--- src/rtl/rsa_mult_arbiter_if.sv ---
// rsa_mult_arbiter_if
//   Bundles the two requester channels and the shared multiplier channel
//   of rsa_mult_arbiter.
//   Requester N : reqN_valid/reqN_ready handshake with operands reqN_a/reqN_b,
//                 and a one-cycle rspN_valid pulse carrying rspN_c/rspN_err.
//   Multiplier  : m_start pulse with operands m_a/m_b; m_done qualifies m_c.
//   Modports    : slave  - the arbiter's view (serves requests, drives the multiplier)
//                 master - the environment's view (requesters plus multiplier)
interface rsa_mult_arbiter_if #(
    parameter int DATA_WIDTH = 8
);
    logic                      req0_valid;
    logic                      req1_valid;
    logic [DATA_WIDTH-1:0]     req0_a;
    logic [DATA_WIDTH-1:0]     req0_b;
    logic [DATA_WIDTH-1:0]     req1_a;
    logic [DATA_WIDTH-1:0]     req1_b;
    logic                      req0_ready;
    logic                      req1_ready;

    logic                      rsp0_valid;
    logic                      rsp1_valid;
    logic [2*DATA_WIDTH-1:0]   rsp0_c;
    logic [2*DATA_WIDTH-1:0]   rsp1_c;
    logic                      rsp0_err;
    logic                      rsp1_err;

    logic                      m_start;
    logic [DATA_WIDTH-1:0]     m_a;
    logic [DATA_WIDTH-1:0]     m_b;
    logic                      m_done;
    logic [2*DATA_WIDTH-1:0]   m_c;

    modport slave (
        input  req0_valid, req1_valid, req0_a, req0_b, req1_a, req1_b,
        output req0_ready, req1_ready,
        output rsp0_valid, rsp1_valid, rsp0_c, rsp1_c, rsp0_err, rsp1_err,
        output m_start, m_a, m_b,
        input  m_done, m_c
    );

    modport master (
        output req0_valid, req1_valid, req0_a, req0_b, req1_a, req1_b,
        input  req0_ready, req1_ready,
        input  rsp0_valid, rsp1_valid, rsp0_c, rsp1_c, rsp0_err, rsp1_err,
        input  m_start, m_a, m_b,
        output m_done, m_c
    );
endinterface

--- src/rtl/rsa_mult_arbiter.sv ---
// rsa_mult_arbiter
//   Round-robin arbiter sharing one shift-add multiplier between two
//   requesters. One operation is in flight at a time:
//   IDLE -> ISSUE -> WAIT -> RESP -> IDLE. An operation whose multiplier
//   does not answer within TIMEOUT WAIT cycles returns a zero product with
//   its error flag set.
// Ports
//   arb_clk   : clock, rising edge
//   arb_rst   : asynchronous active-low reset
//   bus       : requester and multiplier channels (rsa_mult_arbiter_if.slave)
//   arb_busy  : high while an operation is in flight (ISSUE/WAIT/RESP)
//   arb_owner : index of the current or most recent grant
//   arb_err   : sticky timeout indicator, cleared only by reset
module rsa_mult_arbiter #(
    parameter int DATA_WIDTH = 8,
    parameter int TIMEOUT    = 40
) (
    input  logic               arb_clk,
    input  logic               arb_rst,
    rsa_mult_arbiter_if.slave  bus,
    output logic               arb_busy,
    output logic               arb_owner,
    output logic               arb_err
);
    localparam logic [1:0] ST_IDLE  = 2'd0;
    localparam logic [1:0] ST_ISSUE = 2'd1;
    localparam logic [1:0] ST_WAIT  = 2'd2;
    localparam logic [1:0] ST_RESP  = 2'd3;

    // Counter runs 0..TIMEOUT-1 across the WAIT cycles.
    localparam int         CW       = (TIMEOUT > 1) ? $clog2(TIMEOUT) : 1;
    localparam logic [CW-1:0] CNT_LAST = CW'(TIMEOUT - 1);

    logic [1:0]              state;
    logic                    last_grant;
    logic                    owner;
    logic                    winner;
    logic                    accept;
    logic [CW-1:0]           cnt;
    logic [DATA_WIDTH-1:0]   a_q;
    logic [DATA_WIDTH-1:0]   b_q;
    logic [2*DATA_WIDTH-1:0] c0_q;
    logic [2*DATA_WIDTH-1:0] c1_q;
    logic                    err0_q;
    logic                    err1_q;
    logic                    arb_err_q;

    // With both valid the requester not granted last wins; otherwise the
    // single valid one wins (value is irrelevant when neither is valid).
    // The reset term keeps readys low while reset is held.
    always_comb begin
        if (bus.req0_valid && bus.req1_valid) begin
            winner = ~last_grant;
        end else begin
            winner = ~bus.req0_valid;
        end
        accept = (state == ST_IDLE) && (bus.req0_valid || bus.req1_valid) && arb_rst;
    end

    assign bus.req0_ready = accept && !winner;
    assign bus.req1_ready = accept &&  winner;

    assign bus.m_start    = (state == ST_ISSUE);
    assign bus.m_a        = a_q;
    assign bus.m_b        = b_q;

    assign bus.rsp0_valid = (state == ST_RESP) && !owner;
    assign bus.rsp1_valid = (state == ST_RESP) &&  owner;
    assign bus.rsp0_c     = c0_q;
    assign bus.rsp1_c     = c1_q;
    assign bus.rsp0_err   = err0_q;
    assign bus.rsp1_err   = err1_q;

    assign arb_busy       = (state != ST_IDLE);
    assign arb_owner      = owner;
    assign arb_err        = arb_err_q;

    always_ff @(posedge arb_clk or negedge arb_rst) begin
        if (!arb_rst) begin
            state      <= ST_IDLE;
            last_grant <= 1'b1;
            owner      <= 1'b0;
            cnt        <= '0;
            a_q        <= '0;
            b_q        <= '0;
            c0_q       <= '0;
            c1_q       <= '0;
            err0_q     <= 1'b0;
            err1_q     <= 1'b0;
            arb_err_q  <= 1'b0;
        end else begin
            case (state)
                ST_IDLE: begin
                    if (accept) begin
                        a_q        <= winner ? bus.req1_a : bus.req0_a;
                        b_q        <= winner ? bus.req1_b : bus.req0_b;
                        owner      <= winner;
                        last_grant <= winner;
                        state      <= ST_ISSUE;
                    end
                end
                ST_ISSUE: begin
                    cnt   <= '0;
                    state <= ST_WAIT;
                end
                ST_WAIT: begin
                    // m_done wins over a coincident timeout.
                    if (bus.m_done) begin
                        if (owner) begin
                            c1_q   <= bus.m_c;
                            err1_q <= 1'b0;
                        end else begin
                            c0_q   <= bus.m_c;
                            err0_q <= 1'b0;
                        end
                        state <= ST_RESP;
                    end else if (cnt == CNT_LAST) begin
                        if (owner) begin
                            c1_q   <= '0;
                            err1_q <= 1'b1;
                        end else begin
                            c0_q   <= '0;
                            err0_q <= 1'b1;
                        end
                        arb_err_q <= 1'b1;
                        state     <= ST_RESP;
                    end else begin
                        cnt <= cnt + CW'(1);
                    end
                end
                ST_RESP: begin
                    state <= ST_IDLE;
                end
                default: begin
                    state <= ST_IDLE;
                end
            endcase
        end
    end
endmodule

--- src/flat_wrapper.sv ---
// flat-port wrapper written by rule: the top's interface ports become plain ports
module rsa_mult_arbiter_flat 
#(
    parameter int DATA_WIDTH = 8,
    parameter int TIMEOUT    = 40
)
  (arb_clk, arb_rst, arb_busy, arb_owner, arb_err, bus_req0_valid, bus_req1_valid, bus_req0_a, bus_req0_b, bus_req1_a, bus_req1_b, bus_req0_ready, bus_req1_ready, bus_rsp0_valid, bus_rsp1_valid, bus_rsp0_c, bus_rsp1_c, bus_rsp0_err, bus_rsp1_err, bus_m_start, bus_m_a, bus_m_b, bus_m_done, bus_m_c);
  rsa_mult_arbiter_if #(.DATA_WIDTH(DATA_WIDTH)) bus_i ();
  input  logic arb_clk;
  input  logic arb_rst;
  output logic arb_busy;
  output logic arb_owner;
  output logic arb_err;
  input wire logic [$bits(bus_i.req0_valid)-1:0] bus_req0_valid;
  input wire logic [$bits(bus_i.req1_valid)-1:0] bus_req1_valid;
  input wire logic [$bits(bus_i.req0_a)-1:0] bus_req0_a;
  input wire logic [$bits(bus_i.req0_b)-1:0] bus_req0_b;
  input wire logic [$bits(bus_i.req1_a)-1:0] bus_req1_a;
  input wire logic [$bits(bus_i.req1_b)-1:0] bus_req1_b;
  output wire logic [$bits(bus_i.req0_ready)-1:0] bus_req0_ready;
  output wire logic [$bits(bus_i.req1_ready)-1:0] bus_req1_ready;
  output wire logic [$bits(bus_i.rsp0_valid)-1:0] bus_rsp0_valid;
  output wire logic [$bits(bus_i.rsp1_valid)-1:0] bus_rsp1_valid;
  output wire logic [$bits(bus_i.rsp0_c)-1:0] bus_rsp0_c;
  output wire logic [$bits(bus_i.rsp1_c)-1:0] bus_rsp1_c;
  output wire logic [$bits(bus_i.rsp0_err)-1:0] bus_rsp0_err;
  output wire logic [$bits(bus_i.rsp1_err)-1:0] bus_rsp1_err;
  output wire logic [$bits(bus_i.m_start)-1:0] bus_m_start;
  output wire logic [$bits(bus_i.m_a)-1:0] bus_m_a;
  output wire logic [$bits(bus_i.m_b)-1:0] bus_m_b;
  input wire logic [$bits(bus_i.m_done)-1:0] bus_m_done;
  input wire logic [$bits(bus_i.m_c)-1:0] bus_m_c;
  assign bus_i.req0_valid = bus_req0_valid;
  assign bus_i.req1_valid = bus_req1_valid;
  assign bus_i.req0_a = bus_req0_a;
  assign bus_i.req0_b = bus_req0_b;
  assign bus_i.req1_a = bus_req1_a;
  assign bus_i.req1_b = bus_req1_b;
  assign bus_req0_ready = bus_i.req0_ready;
  assign bus_req1_ready = bus_i.req1_ready;
  assign bus_rsp0_valid = bus_i.rsp0_valid;
  assign bus_rsp1_valid = bus_i.rsp1_valid;
  assign bus_rsp0_c = bus_i.rsp0_c;
  assign bus_rsp1_c = bus_i.rsp1_c;
  assign bus_rsp0_err = bus_i.rsp0_err;
  assign bus_rsp1_err = bus_i.rsp1_err;
  assign bus_m_start = bus_i.m_start;
  assign bus_m_a = bus_i.m_a;
  assign bus_m_b = bus_i.m_b;
  assign bus_i.m_done = bus_m_done;
  assign bus_i.m_c = bus_m_c;
  rsa_mult_arbiter #(.DATA_WIDTH(DATA_WIDTH), .TIMEOUT(TIMEOUT)) u_core (.arb_clk(arb_clk), .arb_rst(arb_rst), .bus(bus_i), .arb_busy(arb_busy), .arb_owner(arb_owner), .arb_err(arb_err));
endmodule
--- config.mk ---
export PLATFORM = sky130hd
export DESIGN_NAME = rsa_mult_arbiter_flat
export DESIGN_NICKNAME = d
export VERILOG_FILES = /design/src/rtl/rsa_mult_arbiter_if.sv /design/src/rtl/rsa_mult_arbiter.sv /design/src/flat_wrapper.sv
export SDC_FILE = /design/constraint.sdc
export NUM_CORES = 1
export LEC_CHECK = 0
export ABC_AREA = 1
export CORE_AREA = 2 2 100 102
export DETAILED_ROUTE_END_ITERATION = 16
export DIE_AREA = 0 0 102 104
export PLACE_DENSITY = 0.67
export SLEW_MARGIN = 20
export SYNTH_ARGS = -nofsm -noshare
export SYNTH_HDL_FRONTEND = slang
export SYNTH_SLANG_ARGS = --single-unit
--- constraint.sdc ---
create_clock -name arb_clk -period 1.6 [get_ports arb_clk]
set_clock_uncertainty 0.15 [all_clocks]
set_input_delay 0.24 -clock arb_clk [delete_from_list [all_inputs] [get_ports arb_clk]]
set_output_delay 0.24 -clock arb_clk [all_outputs]
set_load 0.005 [all_outputs]
* Word-level counts from Yosys, hierarchy flattened
Index checks and enable logic that the tools add are counted.
** Word-level totals
- Register bits after elaboration :: 61
- Input port bits :: 53
- Output and inout bits :: 58
** Cells by class
- $add $sub $neg :: 1
- Equal/unequal tests :: 8
- Multiplexer cells :: 26
- Bitwise gates (word level) :: 4
- Reduce and logical (&&, ||, !) cells :: 20
** Operators by type and width (count)
- 16-bit 2-to-1 mux :: 8
- 8-bit 2-to-1 mux :: 2
- 6-bit 2-to-1 mux :: 2
- 6-bit case mux with 2 select lines :: 1
- 3-bit AND reduction :: 4
- 1-bit 2-to-1 mux :: 9
- 2-bit case mux with 4 select lines :: 1
- 1-bit logical AND :: 7
- 6-bit by 1-bit adder with 6-bit output, second input constant :: 1
- 6-bit equality test, second input constant :: 1
- 2-bit 2-to-1 mux :: 3
- 2-bit nonzero test :: 3
- 2-bit equality test, second input constant :: 2
- 2-bit != test, second input constant :: 2
- 1-bit NOT :: 4
- 2-bit AND reduction :: 2
- 3-bit by 2-bit != test with 1-bit output, second input constant :: 1
- 2-bit by 1-bit equality test with 1-bit output, second input constant :: 1
- 1-bit zero test :: 2
- 2-bit zero test :: 1
- 2-bit by 1-bit != test with 1-bit output, second input constant :: 1
- 1-bit logical OR :: 1

* Depth between registers and ports, before layout
Gate-level depths: netlist of run 1.
- Depth after elaboration :: 5
- Gate-level depth with buffers :: 9
- Mapped depth without buffers :: 9

* Worst setup path before layout of run 1
OpenSTA, ideal clock, no wires.
- Path type :: reg-to-output
- Start :: register u_core.state[0]
- End :: output port bus_req1_ready
- Arrival time :: 1274 ps
- Required time :: 1210 ps
- Path slack :: -64 ps
- Cell stages (with the launch flop) :: 8
- Cell sequence :: dfrtp_1 inv_1 ha_1 nand2_1 nor2_1 nand2_1 inv_2 buf_6
** On the way
- Longest elaborated chain between the ends :: 4
** RTL lines
- from (decl) :: RTL line rsa_mult_arbiter.sv:34 : logic [1:0] state;
- from (signal assigned) :: RTL line rsa_mult_arbiter.sv:80 : state <= ST_IDLE;
- from (signal assigned) :: RTL line rsa_mult_arbiter.sv:99 : state <= ST_ISSUE;
- from (signal assigned) :: RTL line rsa_mult_arbiter.sv:104 : state <= ST_WAIT;
- 2-bit zero test :: RTL line rsa_mult_arbiter.sv:57 : accept = (state == ST_IDLE) && (bus.req0_valid || bus.req1_valid) && arb_rst;
- 1-bit logical AND (2 in series) :: RTL line rsa_mult_arbiter.sv:57
- 1-bit logical AND :: RTL line rsa_mult_arbiter.sv:61 : assign bus.req1_ready = accept && winner;
- to (decl) :: RTL line flat_wrapper.sv:21 : output wire logic [$bits(bus_i.req1_ready)-1:0] bus_req1_ready;
No other way between the ends.

* Final worst setup path of run 1
Same ends and word-level chain as after synthesis.

==> impl_summary.log, run 1 <==
[metrics] Data arrival, critical path: approximately 1.4 ns
[metrics] number of endpoints with negative hold slack in the final report: 0
[metrics] number of register bits inferred by synthesis: 61
[metrics] ANT nets after route: 0
[metrics] Lkg Pwr: around 2.8 nW
[metrics] portion of netlist area occupied by mux cells: 0%
[metrics] Switching Share: a little over a third
[metrics] first-pass iteration count of the detailed router: 4
[metrics] number of buffers inserted by hold repair at cts: 0
[metrics] worst slew slack as a fraction of its limit: slightly below 50%
[metrics] worst IR drop on VDD: 0.6206 mV
[metrics] net count after synthesis: about 380
[metrics] data required time of the worst path: 1.21 ns
[metrics] time the final worst path needs with I/O delays and setup: ~1.8 ns
[metrics] category of the most critical setup path: reg2out
[metrics] # nets final: roughly 550
[metrics] horizontal extent of the die: roughly 100 µm
[metrics] proportion of power drawn by flip-flops and latches: between 30% and 40%
[metrics] sort of element at the start of the critical path: flop
[metrics] sort of element at the end of the critical path: output port
[metrics] Boundary Pins: between 100 and 150
[metrics] Post-Place Worst Slack: -0.4410 ns
[metrics] count of port buffers added during placement: 110
[metrics] overall fraction of global-route tracks in use: 16.48%
[metrics] Post-Synth XOR/XNOR Area: less than 1%
[metrics] std cell rows: 36
[metrics] first-pass GRT wire length: 13.66 mm
[metrics] number of buffers created by CTS: 9
[metrics] fraction of final layout cells sized beyond drive strength 1: around a third
[metrics] global placer's final weighted congestion: ~0.83
[metrics] max frequency: ~0.57 GHz
[metrics] area growth from synthesis to layout: 83.02%
[metrics] antenna violations before repair: 0
[metrics] largest family of logic cells by synthesized area: simple AND/OR/NAND/NOR gates
[metrics] Starting Density: 29.48%
[metrics] highest fanout seen on the critical path: 2
[metrics] post-detailed-placement half-perimeter wirelength: ~5.8 mm
[metrics] number of enable flip-flop cells after synthesis: 0
[metrics] synthesis warning total: 0
[metrics] logic gate share of total power: a little over half
[metrics] clock tree root buffer cell: sky130_fd_sc_hd__clkbuf_8
[metrics] total power divided by cell area: between 1500 and 2000 nW/µm²
[metrics] post-layout util: 53.96%
[metrics] clock transition at the registers of the reported paths: 0.07 ns
[metrics] die height: 104 µm
[metrics] die area: between 10000 and 15000 µm²
[metrics] footprint of the multi-input gates: about 1500 µm²
[metrics] storage element area: approximately 1500 µm²
[metrics] worst setup slack after layout: -0.1635 ns
[metrics] Clk network pwr share: 15.7%
[metrics] synthesized-area fraction occupied by ao, oa, aoi and oai cells: less than 1%
[metrics] total detailed-routing wirelength: 9.107 mm
[metrics] simple logic cell fraction of the synthesized area: a little under two fifths
[metrics] combined area of all synthesized cells: about 2800 µm²
[metrics] number of setup violations in the final report: about 60
[metrics] pin count of the biggest net entering global routing: 62
[metrics] Post-Synth Adder-Cell Area: approximately 2.7%
[metrics] predominant post-synthesis flop cell: sky130_fd_sc_hd__dfrtp_1
[metrics] maximum count of clock buffers along a single path: 2
[metrics] max-slew violation count: 0
[metrics] count of max-cap constraint violations: 0
[metrics] sinks on the clock net: 61
[metrics] sequential area share after synthesis: a little over half
[metrics] outcome: finished with violations
[metrics] placeable core region: roughly 9500 µm²
[metrics] share of synthesized flip-flops with an asynchronous set or reset: 100.0%
[metrics] hold crit path type: in2async
[metrics] Worst-Margin Slew: between 0.7 and 0.8 ns
[metrics] violations in the final reports: setup timing
[metrics] RSZ-0062 raised after global routing: yes
[metrics] total via count after detailed routing: between 2000 and 3000
[metrics] number of global-route vias before repair: approximately 2900
[metrics] drt via density: roughly 4.7
[metrics] ANT cells: 0
[metrics] number of design rule violations left after detail routing: 0
[metrics] final period utilization: 110.2%
[metrics] Iteration-0 DRC Markers: 74
[metrics] CTS tree: yes
[metrics] internal power component: between 0.005 and 0.006 W
[metrics] clock latency reported for the late side of the worst-skew pair: approximately 0.33 ns
[metrics] average instance area after synthesis: between 8 and 9 µm²
[metrics] Remaining Overflow, GRT: 0
[metrics] number of distinct library cells after synthesis: 24
[metrics] Net Sw Power: ~0.0030 W
[metrics] number of H-tree levels: 3
[metrics] detail-routed net length per standard cell: 14.50 µm
[metrics] cell count after synthesis: between 300 and 400
[metrics] fillcell total: between 800 and 900
[placed cells by master, fill, tap and decap left out, types with 5 or more instances in the layout]
cell                              instances
sky130_fd_sc_hd__clkbuf_8                13
sky130_fd_sc_hd__nand2_1                104
sky130_fd_sc_hd__nor2_1                   8
sky130_fd_sc_hd__nand2_4                 10
sky130_fd_sc_hd__buf_4                   38
sky130_fd_sc_hd__buf_6                   11
sky130_fd_sc_hd__nand3_2                 17
sky130_fd_sc_hd__clkdlybuf4s50_1         51
sky130_fd_sc_hd__inv_1                    8
sky130_fd_sc_hd__nand3_1                 13
sky130_fd_sc_hd__nand4_1                 34
sky130_fd_sc_hd__dlymetal6s2s_1          17
sky130_fd_sc_hd__nand2_2                 27
sky130_fd_sc_hd__dfrtp_1                 60
sky130_fd_sc_hd__dlygate4sd2_1           36
sky130_fd_sc_hd__nand3_4                  5
[worst max-delay path, stage by stage (launching register included)]
cell and delay, ns:
sky130_fd_sc_hd__dfrtp_1 0.38, sky130_fd_sc_hd__inv_2 0.09, sky130_fd_sc_hd__ha_4 0.15, sky130_fd_sc_hd__nand2_4 0.06, sky130_fd_sc_hd__nor2_4 0.09, sky130_fd_sc_hd__nand2_2 0.08, sky130_fd_sc_hd__inv_2 0.08, sky130_fd_sc_hd__buf_2 0.11
[cells by family after synthesis]
group                    Yosys count
AO/OA/AOI/OAI                      4
buffers and inverters             30
AND/OR/NAND/NOR                  222
flip-flops                        61
adder cells (fa/ha/maj)            6
XOR/XNOR                           1
[synth_stat cells (all sizes together) (3+ instances only)]
library cell | count | area (µm²)
nand2 | 143 | 566.8
dfrtp | 60 | 1501
nand4 | 34 | 212.7
nand3 | 31 | 180.2
inv | 14 | 52.55
nor2 | 12 | 62.56
buf | 8 | 61.31
clkbuf | 8 | 30.03
ha | 6 | 75.07
o21ai | 3 | 15.01
[repair_timing]
action | in CTS | in global routing
pin swaps | 6 | 33
endpoints found under the setup margin | 97 | 82
resized for setup | 81 | 92
buffers inserted | 20 | 16
cloned | 3 | 6
[sequential cells by signal, summed over array words and instances (netlist names)]
register and cells:
u_core.bus.m_b 8, u_core.bus.rsp0_c 16, u_core.arb_err 1, u_core.bus.rsp1_c 16, u_core.state 2, u_core.bus.rsp0_err 1, u_core.bus.rsp1_err 1, u_core.arb_owner 1
u_core.cnt 6, u_core.bus.m_a 8, u_core.last_grant 1
[final timing paths]
kind,start,endpoint,slack [ns],cells past startpoint
worst max-delay path,u_core.state[0],bus_req1_ready,-0.16,7
worst min-delay path,arb_rst,u_core.arb_err,0.02,2
worst max register to register,u_core.state[0],u_core.bus.rsp1_c[9],-0.09,9
worst min register to register,u_core.last_grant,u_core.last_grant,0.32,2
max in group asynchronous,arb_rst,u_core.bus.rsp0_c[2],0.77,2
min in group arb_clk,u_core.last_grant,u_core.last_grant,0.32,2
[per-layer routing]
layer | GRT usage, % | vias to the layer above | part of all wire, %
li1 | - | 1420 | -
met3 | 5.444 | 12 | 7.3
met2 | 26.93 | 100 | 51
met5 | 0 | - | 0
met4 | 6.190 | 0 | 1.3
met1 | 20.00 | 1394 | 41
[power groups by stage]
stage | Sequential [W] | Combinational, W | Clock (W)
2_1_floorplan | 0.00260 | 0.00132 | 0
3_3_place_gp | 0.00256 | 0.00332 | 0
3_5_place_dp | 0.00257 | 0.00340 | 0
4_1_cts | 0.00253 | 0.00364 | 0.00132
5_1_grt | 0.00261 | 0.00476 | 0.00139
6_report | 0.00254 | 0.00436 | 0.00128
[metrics by stage]
step / setup TNS (ns) / cells / area, µm² / hold WS, ns / total power [W]
final: -2.458 / 628 / 5152 / 0.02435 / 0.008180
after floorplan: 0 / 324 / 2820 / -0.2056 / 0.003916
after global routing: -6.716 / 628 / 5152 / 0.08786 / 0.008759
after CTS: -1.113 / 610 / 4619 / 0.03431 / 0.007487
after global placement: -2.538 / 578 / 4207 / 0.3050 / 0.005881
after detailed placement: -4.071 / 578 / 4207 / 0.3090 / 0.005971
[layout make-up]
| type | count | area share (%) |
|---|---|---|
| clock buffers | 13 | 3.473 |
| clock inverters | 1 | 0.09713 |
| inverters | 14 | 1.117 |
| multi-input cells | 238 | 29.63 |
| flip-flops and latches | 61 | 29.65 |
| well taps | 133 | 3.230 |
| repair buffers | 168 | 32.81 |
(Power assumes the default switching activity.)
==> inputs of run 2 (changes only) <==
CTS_CLUSTER_SIZE = 28   (was unset)
==> results of run 2 <==
Same layout as run 1: the final DEF is identical, and so are final timing and power.
==> inputs of run 3 (changes only) <==
ABC_AREA = unset   (was 1)
CORE_AREA = 2 2 104 106   (was 2 2 100 102)
DIE_AREA = 0 0 106 108   (was 0 0 102 104)
PLACE_DENSITY = 0.66   (was 0.67)
==> run 3 against run 2 <==
- the run still ends with setup timing left
- utilization is 0.33 points higher
- hold slack better by 0.31 ns
- flip-flop and latch count stayed put
- die area is 7.9% higher
- total power is 6.9% higher
- final cell count is 7.5% lower
- non-clock buffer count is 35 higher
- critical path depth is 3 lower
- count of clock-buffer cells in the layout is 4 lower
- fmax is 5.2% lower
- critical path type unchanged
- largest cell class unchanged
==> impl_summary.log, run 3 <==
[metrics] die area: 11450 µm² (was 10610 µm²)
[metrics] first-pass GRT wire length: 16.10 mm (was 13.66 mm)
[metrics] final period utilization: 116.3% (was 110.2%)
[metrics] Remaining Overflow, GRT: 0 (unchanged)
[metrics] hold crit path type: in2async (unchanged)
[metrics] post-layout instance count excluding filler cells: 581 (was 628)
[metrics] Boundary Pins: 111 (unchanged)
[metrics] count of port buffers added during placement: 110 (unchanged)
[metrics] fraction of final layout cells sized beyond drive strength 1: 36.94% (was 31.72%)
[metrics] sequential area share after synthesis: 50.58% (was 54.27%)
[metrics] violations in the final reports: setup timing (unchanged)
[metrics] highest cell delay on the worst timing path: 0.41 ns (was 0.38 ns)
[metrics] data required time of the worst path: 1.21 ns (about the same)
[metrics] detail-routed net length per standard cell: 17.68 µm (was 14.50 µm)
[metrics] clock transition at the registers of the reported paths: 0.07 ns (about the same)
[metrics] predominant post-synthesis flop cell: sky130_fd_sc_hd__dfrtp_1 (unchanged)
[metrics] sort of element at the start of the critical path: flop (unchanged)
[metrics] DP Cell Count: 513 (was 578)
[metrics] ANT nets after route: 0 (unchanged)
[metrics] clock latency reported for the late side of the worst-skew pair: 0.34 ns (was 0.33 ns)
[metrics] Worst-Margin Slew: 0.3442 ns (was 0.7693 ns)
[metrics] CP cell instances: buf_4 -> ha_2 -> and2_1 -> dlygate4sd2_1 (was inv_2 -> ha_4 -> nand2_4 -> nor2_4 -> nand2_2 -> inv_2 -> buf_2)
[metrics] tightest hold margin: 0.3294 ns (was 0.02435 ns)
[metrics] Final Total Pwr: 0.008745 W (was 0.008180 W)
[metrics] count of max-cap constraint violations: 0 (unchanged)
[metrics] CTS tree: yes (unchanged)
[metrics] area share of the largest cell type after synthesis: 49.71% (was 53.33%)
[metrics] cell family with the largest share of critical-path delay: buffers and inverters (was flip-flops)
[metrics] post-detailed-placement half-perimeter wirelength: 6.454 mm (was 5.757 mm)
[metrics] number of setup violations in the final report: 66 (was 61)
[metrics] Setup crit start: u_core.state[0] (unchanged)
[metrics] sort of element at the end of the critical path: output port (unchanged)
[metrics] share of synthesized flip-flops with an asynchronous set or reset: 100.0% (unchanged)
[metrics] combined area of all synthesized cells: 3020 µm² (was 2815 µm²)
[metrics] slowest stage cell, crit path: sky130_fd_sc_hd__dfrtp_1 (unchanged)
[metrics] storage element area: 1528 µm² (unchanged)
[metrics] total detailed-routing wirelength: 10.27 mm (was 9.107 mm)
[metrics] worst IR drop on VDD: 0.6160 mV (was 0.6206 mV)
[metrics] std cell rows: 37 (was 36)
[metrics] cell count after synthesis: 243 (was 324)
[metrics] area growth from synthesis to layout: 83.89% (was 83.02%)
[metrics] global placer's final weighted congestion: 0.8215 (was 0.8338)
[metrics] synthesis warning total: 0 (unchanged)
[metrics] number of register bits inferred by synthesis: 61 (unchanged)
[metrics] fillcell total: 873 (was 886)
[metrics] maximum count of clock buffers along a single path: 2 (unchanged)
[metrics] first-pass iteration count of the detailed router: 4 (unchanged)
[metrics] overall fraction of global-route tracks in use: 17.96% (was 16.48%)
[metrics] worst slew slack as a fraction of its limit: 76.81% (was 48.72%)
[metrics] number of design rule violations left after detail routing: 0 (unchanged)
[metrics] RSZ-0062 raised after global routing: yes (unchanged)
[metrics] Lkg Pwr: 2.493 nW (was 2.787 nW)
[metrics] number of global-route vias before repair: 3194 (was 2861)
[metrics] crit path buf inv count: 2 (was 3)
[metrics] time the final worst path needs with I/O delays and setup: 1.861 ns (was 1.763 ns)
[metrics] worst setup slack after layout: -0.2607 ns (was -0.1635 ns)
[metrics] pin count of the biggest net entering global routing: 26 (was 62)
[metrics] footprint of the multi-input gates: 1650 µm² (was 1526 µm²)
[metrics] antenna violations before repair: 1 (was 0)
[metrics] horizontal extent of the die: 106 µm (was 102 µm)
[metrics] Post-Place Worst Slack: -0.3855 ns (was -0.4410 ns)
[metrics] number of buffers created by CTS: 9 (unchanged)
[metrics] net count after synthesis: 302 (was 383)
[metrics] max-slew violation count: 0 (unchanged)
[metrics] number of distinct library cells after synthesis: 41 (was 24)
[metrics] average instance area after synthesis: 12.43 µm² (was 8.689 µm²)
[metrics] highest fanout seen on the critical path: 3 (was 2)
[metrics] most common cell after layout, fill and taps aside: sky130_fd_sc_hd__buf_4 (was sky130_fd_sc_hd__nand2_1)
[metrics] post-layout util: 54.29% (was 53.96%)
[metrics] reg2reg start: u_core.state[0] (unchanged)
[metrics] total via count after detailed routing: 3058 (was 2926)
[metrics] most frequently used cell type in the post-synthesis netlist: sky130_fd_sc_hd__dfrtp_1 (was sky130_fd_sc_hd__nand2_1)
[metrics] main area contributors after synthesis: sky130_fd_sc_hd__dfrtp_1 (50%), sky130_fd_sc_hd__a221o_1 (16%), sky130_fd_sc_hd__o211a_1 (11%) (was sky130_fd_sc_hd__dfrtp_1 (53%), sky130_fd_sc_hd__nand2_1 (18%), sky130_fd_sc_hd__nand4_1 (7.6%))
[metrics] Yosys top cell by area: sky130_fd_sc_hd__dfrtp_1 (unchanged)
[metrics] number of endpoints with negative hold slack in the final report: 0 (unchanged)
[metrics] max frequency: 0.5374 GHz (was 0.5671 GHz)
[metrics] total power divided by cell area: 1575 nW/µm² (was 1588 nW/µm²)
[metrics] Data arrival, critical path: 1.47 ns (was 1.37 ns)
[metrics] most frequent cells in the layout: sky130_fd_sc_hd__buf_4 (62), sky130_fd_sc_hd__dfrtp_1 (60), sky130_fd_sc_hd__clkdlybuf4s50_1 (52) (was sky130_fd_sc_hd__nand2_1 (104), sky130_fd_sc_hd__dfrtp_1 (60), sky130_fd_sc_hd__clkdlybuf4s50_1 (51))
[metrics] Iteration-0 DRC Markers: 141 (was 74)
[metrics] clock tree root buffer cell: sky130_fd_sc_hd__clkbuf_8 (unchanged)
[metrics] most common library cells after synthesis: sky130_fd_sc_hd__dfrtp_1 (60), sky130_fd_sc_hd__a221o_1 (48), sky130_fd_sc_hd__o211a_1 (32), sky130_fd_sc_hd__and2_0 (9) (was sky130_fd_sc_hd__nand2_1 (135), sky130_fd_sc_hd__dfrtp_1 (60), sky130_fd_sc_hd__nand4_1 (34), sky130_fd_sc_hd__nand3_1 (29), sky130_fd_sc_hd__inv_1 (11))
[metrics] Starting Density: 29.52% (was 29.48%)
[metrics] # nets final: 498 (was 551)
[metrics] number of enable flip-flop cells after synthesis: 0 (unchanged)
[metrics] number of H-tree levels: 3 (unchanged)
[metrics] sinks on the clock net: 61 (unchanged)
[metrics] placeable core region: 10230 µm² (was 9549 µm²)
[metrics] outcome: finished with violations (unchanged)
[metrics] category of the most critical setup path: reg2out (unchanged)
[metrics] die height: 108 µm (was 104 µm)
[metrics] drt via density: 5.263 (was 4.659)
[run 3: through the flow]
stage	instance area, µm²	setup TNS [ns]
3_5_place_dp	4567	-13.76
3_3_place_gp	4567	-12.04
5_1_grt	5552	-14.30
4_1_cts	5380	-9.306
6_report	5554	-11.22
2_1_floorplan	3074	-2.601
[run 3: logic make-up (layout without fill, tap and decap cells)]
logic type               Yosys count  in the layout  synth area share (%)
AND/OR/NAND/NOR                   41             41                 8.367
multiplexers                       2              2                0.6628
other                              0              1                     0
flip-flops                        61             61                 50.58
adder cells (fa/ha/maj)            6              6                 2.485
buffers and inverters             28            227                 5.178
AO/OA/AOI/OAI                    105            107                 32.73
[run 3: area by class of cell]
cell class / count / area share, %
antenna: 1 / 0.04506
clock buffer: 9 / 2.230
clock inverter: 7 / 1.780
inverter: 8 / 0.6308
multi-input combinational: 156 / 29.71
sequential: 61 / 27.51
tap: 136 / 3.064
timing repair buffer: 203 / 35.03
[run 3: per-layer routing]
metal	wire length [µm]	track usage, %	share of wire (%)
met2	5189	31.47	51
met1	4281	21.48	42
met4	100	4.323	0.97
met3	700	5.847	6.8
met5	0	0	0
[run 3: final timing paths]
check	to	slack, ns	cells past startpoint
setup / recovery	bus_rsp1_valid	-0.26	4
min in group arb_clk	u_core.arb_err	0.34	1
setup reg to reg	u_core.cnt[5]	-0.25	10
max in group asynchronous	u_core.bus.rsp1_c[15]	0.43	4
hold / removal	u_core.bus.m_b[2]	0.33	3
hold reg to reg	u_core.arb_err	0.34	1
[run 3: worst register-to-register path, stage by stage, from the launching register on]
cell	delay, ns
sky130_fd_sc_hd__dfrtp_1	0.41
sky130_fd_sc_hd__buf_6	0.14
sky130_fd_sc_hd__inv_6	0.06
sky130_fd_sc_hd__buf_12	0.09
sky130_fd_sc_hd__ha_4	0.12
sky130_fd_sc_hd__buf_6	0.13
sky130_fd_sc_hd__buf_12	0.12
sky130_fd_sc_hd__buf_6	0.09
sky130_fd_sc_hd__nand4b_1	0.12
sky130_fd_sc_hd__o211ai_1	0.21
sky130_fd_sc_hd__o31ai_1	0.09
[run 3: repair_timing]
item | in CTS | in global routing
setup buffers | 41 | 5
gates cloned | 5 | 1
setup endpoints to repair | 110 | 79
hold endpoints to repair | 42 | 0
resized for setup | 113 | 45
hold buffers | 1 | 0
pin swaps | 37 | 20
[run 3: where the power goes]
| group | switching (W) | internal [W] |
|---|---|---|
| sequential | 0.000363 | 0.00213 |
| clock | 0.000650 | 0.000884 |
| combinational | 0.00180 | 0.00291 |
